**src/rtl/control_modo_conf_if.sv**
```systemverilog
// control_modo_conf_if: button/timer inputs and mode outputs of the configuration-mode controller
interface control_modo_conf_if;
    logic       tick_1hz;
    logic       btn_hora;
    logic       btn_fecha;
    logic       btn_timer;
    logic       btn_salir;
    logic       timer_fin;
    logic [2:0] funcion_conf;
    logic       flag_mostrar_count;
    logic       alarma;
    logic       cambio_modo;

    modport master (
        output tick_1hz, btn_hora, btn_fecha, btn_timer, btn_salir, timer_fin,
        input  funcion_conf, flag_mostrar_count, alarma, cambio_modo
    );

    modport slave (
        input  tick_1hz, btn_hora, btn_fecha, btn_timer, btn_salir, timer_fin,
        output funcion_conf, flag_mostrar_count, alarma, cambio_modo
    );
endinterface

```
**src/rtl/control_modo_conf.sv**
```systemverilog
// control_modo_conf: selects time/date/timer configuration mode from buttons, with inactivity timeout and timer alarm
module control_modo_conf #(
    parameter int TIMEOUT_S = 30,
    parameter int ALARMA_S  = 10
) (
    input logic                 clk,
    input logic                 reset,
    control_modo_conf_if.slave  bus
);
    localparam int IW = $clog2(TIMEOUT_S + 1);
    localparam int AW = $clog2(ALARMA_S + 1);

    typedef enum logic [2:0] {
        IDLE       = 3'b000,
        CONF_HORA  = 3'b001,
        CONF_FECHA = 3'b010,
        CONF_TIMER = 3'b100
    } state_t;

    state_t          state, nxt;
    logic [3:0]      btn, prev, edges;
    logic [IW-1:0]   icnt;
    logic [AW-1:0]   acnt;
    logic            consume, timeout, flag, alarma, cambio;

    assign bus.funcion_conf       = state;
    assign bus.flag_mostrar_count = flag;
    assign bus.alarma             = alarma;
    assign bus.cambio_modo        = cambio;

    // Button edges (salir, hora, fecha, timer from msb) and next mode; edges during an alarm only silence it
    always_comb begin
        btn     = {bus.btn_salir, bus.btn_hora, bus.btn_fecha, bus.btn_timer};
        edges   = btn & ~prev;
        consume = alarma && (edges != 4'b0);
        timeout = (state != IDLE) && bus.tick_1hz && (icnt == IW'(TIMEOUT_S - 1));
        nxt     = edges[3] ? IDLE :
                  edges[2] ? CONF_HORA :
                  edges[1] ? CONF_FECHA :
                  edges[0] ? CONF_TIMER : state;
        nxt     = consume ? state : ((edges == 4'b0) && timeout) ? IDLE : nxt;
    end

    // Mode register, inactivity counter, countdown flag and alarm duration
    always_ff @(posedge clk) begin
        if (reset) begin
            state  <= IDLE;
            prev   <= 4'hF;
            icnt   <= '0;
            acnt   <= '0;
            flag   <= 1'b0;
            alarma <= 1'b0;
            cambio <= 1'b0;
        end else begin
            prev   <= btn;
            state  <= nxt;
            cambio <= nxt != state;
            icnt   <= (nxt == IDLE || edges != 4'b0 || nxt != state) ? '0 :
                      bus.tick_1hz ? icnt + IW'(1) : icnt;
            if (bus.timer_fin)
                flag <= 1'b0;
            else if (nxt == CONF_TIMER && state != CONF_TIMER)
                flag <= 1'b0;
            else if (state == CONF_TIMER && !consume && edges[3])
                flag <= 1'b1;
            if (bus.timer_fin && flag) begin
                alarma <= 1'b1;
                acnt   <= '0;
            end else if (consume) begin
                alarma <= 1'b0;
                acnt   <= '0;
            end else if (alarma && bus.tick_1hz) begin
                alarma <= acnt != AW'(ALARMA_S - 1);
                acnt   <= (acnt == AW'(ALARMA_S - 1)) ? '0 : acnt + AW'(1);
            end
        end
    end
endmodule

```
**src/flat_wrapper.sv**
```systemverilog
// flat-port wrapper written by rule: the top's interface ports become plain ports
module control_modo_conf_flat 
#(
    parameter int TIMEOUT_S = 30,
    parameter int ALARMA_S  = 10
)
  (clk, reset, bus_tick_1hz, bus_btn_hora, bus_btn_fecha, bus_btn_timer, bus_btn_salir, bus_timer_fin, bus_funcion_conf, bus_flag_mostrar_count, bus_alarma, bus_cambio_modo);
  control_modo_conf_if bus_i ();
  input logic clk;
  input logic reset;
  input wire logic [$bits(bus_i.tick_1hz)-1:0] bus_tick_1hz;
  input wire logic [$bits(bus_i.btn_hora)-1:0] bus_btn_hora;
  input wire logic [$bits(bus_i.btn_fecha)-1:0] bus_btn_fecha;
  input wire logic [$bits(bus_i.btn_timer)-1:0] bus_btn_timer;
  input wire logic [$bits(bus_i.btn_salir)-1:0] bus_btn_salir;
  input wire logic [$bits(bus_i.timer_fin)-1:0] bus_timer_fin;
  output wire logic [$bits(bus_i.funcion_conf)-1:0] bus_funcion_conf;
  output wire logic [$bits(bus_i.flag_mostrar_count)-1:0] bus_flag_mostrar_count;
  output wire logic [$bits(bus_i.alarma)-1:0] bus_alarma;
  output wire logic [$bits(bus_i.cambio_modo)-1:0] bus_cambio_modo;
  assign bus_i.tick_1hz = bus_tick_1hz;
  assign bus_i.btn_hora = bus_btn_hora;
  assign bus_i.btn_fecha = bus_btn_fecha;
  assign bus_i.btn_timer = bus_btn_timer;
  assign bus_i.btn_salir = bus_btn_salir;
  assign bus_i.timer_fin = bus_timer_fin;
  assign bus_funcion_conf = bus_i.funcion_conf;
  assign bus_flag_mostrar_count = bus_i.flag_mostrar_count;
  assign bus_alarma = bus_i.alarma;
  assign bus_cambio_modo = bus_i.cambio_modo;
  control_modo_conf #(.TIMEOUT_S(TIMEOUT_S), .ALARMA_S(ALARMA_S)) u_core (.clk(clk), .reset(reset), .bus(bus_i));
endmodule
```
**config.mk**
```make
export PLATFORM = sky130hd
export DESIGN_NAME = control_modo_conf_flat
export DESIGN_NICKNAME = d
export VERILOG_FILES = /design/src/rtl/control_modo_conf_if.sv /design/src/rtl/control_modo_conf.sv /design/src/flat_wrapper.sv
export SDC_FILE = /design/constraint.sdc
export NUM_CORES = 1
export LEC_CHECK = 0
export CAP_MARGIN = 20
export CORE_MARGIN = 2
export CORE_UTILIZATION = 64
export DETAILED_ROUTE_END_ITERATION = 6
export DONT_BUFFER_PORTS = 1
export PLACE_DENSITY_LB_ADDON = 0.3
export SLEW_MARGIN = 20
export SYNTH_ARGS = -nofsm -noshare
export SYNTH_HDL_FRONTEND = slang
export SYNTH_SLANG_ARGS = --single-unit
```
**constraint.sdc**
```tcl
create_clock -name clk -period 4.1 [get_ports clk]
set_clock_uncertainty 0.05 [all_clocks]
set_input_delay 0.82 -clock clk [delete_from_list [all_inputs] [get_ports clk]]
set_output_delay 0.82 -clock clk [all_outputs]
set_load 0.005 [all_outputs]
```
==> results.md <==
Synthesis:
- The cell count after synthesis came out at 108.
- The synthesized flop and latch total is 19.
- The share of the yosys chip area belonging to registers is 0.399.
- The cell area that synthesis handed to floorplanning was 952 um^2.
- The mean instance size in the synthesized netlist is 8.82 um^2.
- Synthesis produced a netlist with a net count of 118.
- The number of library cell types mapped by synthesis is 36.
- The total number of yosys warnings is 0.

Setup path:
- The highest fanout seen on the critical path is 16.
- By startpoint and endpoint, the worst setup path is classified as reg2out.
- The reg2reg setup slack is 2350 ps.
- At the worst endpoint, the required time is 3230 ps.
- The arrival time of data at the critical path endpoint is 970 ps.
- The critical path launch point is u_core.bus.alarma.
- The depth of the critical timing path with buffers and inverters included is 0.
- The endpoint kind of the worst setup timing path is an output port.
- For the worst flop-to-flop path, the logic depth is 7.
- The worst register-to-register path begins at u_core.icnt[1].
- The worst setup path is launched from a register.
- The destination of the worst register-to-register timing path is u_core.icnt[1].
- The endpoint of the most critical setup path is bus_alarma.

STA:
- Dividing the final minimum period by the clock period gives 0.448.
- Adding up every negative setup slack in the final design gives 0 ps.
- The worst setup margin is 2260 ps.
- The actual transition at the worst max-transition pin is 531 ps.
- The number of hold-slack violations in the final timing report is 0.
- The worst slew margin relative to its limit is 0.646.
- Subtracting the final worst setup slack from the clock period gives 1840 ps.
- Setup repair after global routing left no endpoint under its margin.
- The upper clock frequency limit is 0.545 GHz.
- The count of pins over their slew limit is 0.
- Final hold analysis gives a worst-case slack of 463 ps.
- Setup violations remaining at the end of the flow were counted as 0.

CTS:
- The maximum level of the CTS H-tree is 1.
- The number of setup buffers added after CTS is 0.
- The maximum root-to-sink buffer count is 2.
- The number of buffers created by CTS is 3.
- The sink count of the clock tree is 19.
- The buffer cell driving the clock tree root is clkbuf_4.
- In this run, post-CTS hold repair placed 0 buffers.
- Gates resized during post-CTS repair numbered 0.
- Clock-pin slew was measured on the worst setup and hold paths at 100 ps.
- TritonCTS built the clock tree.
- The clock network latency to the later pin of the worst-skew pair is 300 ps.

Final layout:
- After the last flow step, the layout net total stands at 119.
- In the final layout, the multi-input gates occupy 544 um^2.
- The filler cells instantiated in the layout total 104.
- The most frequent standard cell in the layout excluding fill and tap cells is dfxtp_1.
- The proportion of layout cells with a drive suffix above 1 is 0.130.
- Leaving out filler cells and counting taps, the final layout contains 123.
- The top cell types in the final layout, fill and taps aside, are dfxtp_1 (19), nor2_1 (18), nand2_1 (7).
- Once layout is complete, the utilization of the core stands at 0.721.
- The sequential cells in the finished layout cover a total of 380 um^2.
- The number of antenna diodes in the final layout is 0.
- Relative to the synthesized area, the layout overhead comes to 2.23%.

Floorplan:
- The initial utilization of the core area, before any placement, comes to 0.705.
- The floorplan step defined a core boundary enclosing 0.00135 mm^2.
- From left edge to right edge, the die measures 42.6 um.
- The total die area is 0.00181 mm^2.
- The die is 42.6 um tall.
- The number of standard-cell rows in the floorplan is 13.
- The count of pins on the block boundary is 14.

Power and ir drop:
- The part of the power in registers is 0.610.
- The clock share of power is 0.298.
- The power density over the cells is 326 mW/mm^2.
- The peak supply drop is 0.270 mV.
- Cell internal power was estimated by the tool at 242 uW.
- Of the total power, the share spent switching nets is 0.235.
- The cell leakage power is 0.000352 uW.
- Summed over all nets, the switching power comes to 74.5 uW.
- The part of the total power dissipated in combinational logic is 0.092.

Placement:
- In this run, placement finished with an instance count of 119.
- The final estimated routing congestion in global placement is 0.877.
- During placement, the flow inserted port buffers numbering 0.
- The worst setup timing slack at the placement stage is 2020 ps.
- The post-detailed-placement half-perimeter wirelength is 1190 um.

Detailed routing:
- After detailed routing, the average wire length per cell comes to 13.4 um.
- After the first detailed-routing iteration, the DRC count stood at 33.
- The remaining antenna violation count is 0.
- The number of vias per cell after detailed routing is 6.07.
- For this block, the via count after detailed routing is 747.
- The count of unresolved DRC violations after routing is 0.
- The iteration count of the initial detailed-routing pass is 4.
- The routed design has 1640 um of wire.

Status:
- The run finished with clean final reports.

Hold path:
- The worst hold path class is reg2reg.
- The start point of the worst min-delay path is u_core.acnt[3].

Global route:
- Entering global routing, the biggest net connects 17 pins.
- The via count of the first global-routing pass is 631.
- The total global routing track utilization is 0.203.
- The number of antenna violations at the first check in global routing is 0.
- After global routing the overflow that remains totals 0.
- The first global-routing pass estimated 2730 um of wire.

Run:
- The number of max-capacitance violations reported is 0.
tightest hold or removal path: cells and delay by family, from the launching register on:
kind,cells,cell delay (ps)
AOI/OAI and AO/OA,2,140
DFF,1,330
cell usage after synthesis:
master / number / share of area
and2_1: 1 / 0.0066
mux2_4: 1 / 0.016
nor3_1: 1 / 0.0053
a2111oi_0: 1 / 0.0092
nor4_1: 2 / 0.013
nand4_4: 1 / 0.022
and3_1: 1 / 0.0066
a41oi_1: 1 / 0.0092
nand2_1: 7 / 0.028
clkbuf_1: 2 / 0.0079
o41ai_1: 1 / 0.0092
ha_1: 2 / 0.026
a21oi_1: 5 / 0.026
nand4_1: 3 / 0.020
o21ai_0: 5 / 0.026
nor3b_1: 2 / 0.016
inv_1: 1 / 0.0039
a211oi_2: 1 / 0.013
or2b_4: 3 / 0.035
nand3_1: 4 / 0.021
dfxtp_1: 19 / 0.40
a211o_1: 1 / 0.0092
xnor2_1: 1 / 0.0092
a31oi_1: 2 / 0.013
xor2_1: 5 / 0.046
nor2_1: 18 / 0.071
nand2b_2: 1 / 0.0092
a221o_1: 2 / 0.021
buf_6: 1 / 0.012
a21o_1: 1 / 0.0079
or2_2: 4 / 0.026
nand3b_1: 1 / 0.0079
a22oi_1: 1 / 0.0079
o21a_1: 1 / 0.0079
nor2b_1: 4 / 0.026
buf_2: 1 / 0.0053
final cells by class:
cell class / count / share of cell area
Multi-Input combinational cell: 84 / 0.559
Sequential cell: 19 / 0.391
Tap cell: 15 / 0.0193
Inverter: 1 / 0.00386
Clock buffer: 4 / 0.0270
layer usage:
metal,share of wire,routed length (um),global-route usage
met1,0.50,824,0.270
met2,0.42,690,0.286
met3,0.051,84,0.0560
met4,0.026,43,0.131
met5,0,0,0
registers in the layout (all words and copies together) (netlist names):
register,flops
u_core.acnt,4
u_core.bus.alarma,1
u_core.bus.cambio_modo,1
u_core.bus.flag_mostrar_count,1
u_core.bus.funcion_conf,3
u_core.icnt,5
u_core.prev,4
logic make-up after synthesis:
| logic type | synth area share |
|---|---|
| compound gates | 0.160 |
| fa+ha+maj | 0.0263 |
| mux | 0.0158 |
| xor+xnor | 0.0552 |
| buf+inv | 0.0289 |
| simple gates | 0.314 |
| flops | 0.399 |
worst min-delay path by stage:
stage | end | slack, ps | depth (start not counted)
floorplan | u_core.acnt[3] | 410 | 2
CTS | u_core.acnt[3] | 460 | 2
detailed placement | u_core.acnt[3] | 440 | 2
global route | u_core.acnt[3] | 480 | 2
finish | u_core.acnt[3] | 460 | 2
global placement | u_core.acnt[3] | 420 | 2
stage by stage:
| step | instance area [um^2] | power, uW |
|---|---|---|
| after global placement | 947 | 226 |
| final | 973 | 317 |
| after floorplan | 952 | 225 |
| after CTS | 973 | 318 |
| after global routing | 973 | 328 |
| after detailed placement | 947 | 227 |
power groups by stage:
stage          clock [uW]  sequential [uW]  combinational, uW
2_1_floorplan           0              197               28.6
3_3_place_gp            0              197               28.6
3_5_place_dp            0              198               29.0
4_1_cts              96.1              193               29.0
5_1_grt               101              194               32.4
6_report             94.4              193               29.2
Power figures use the tool's default switching activity.
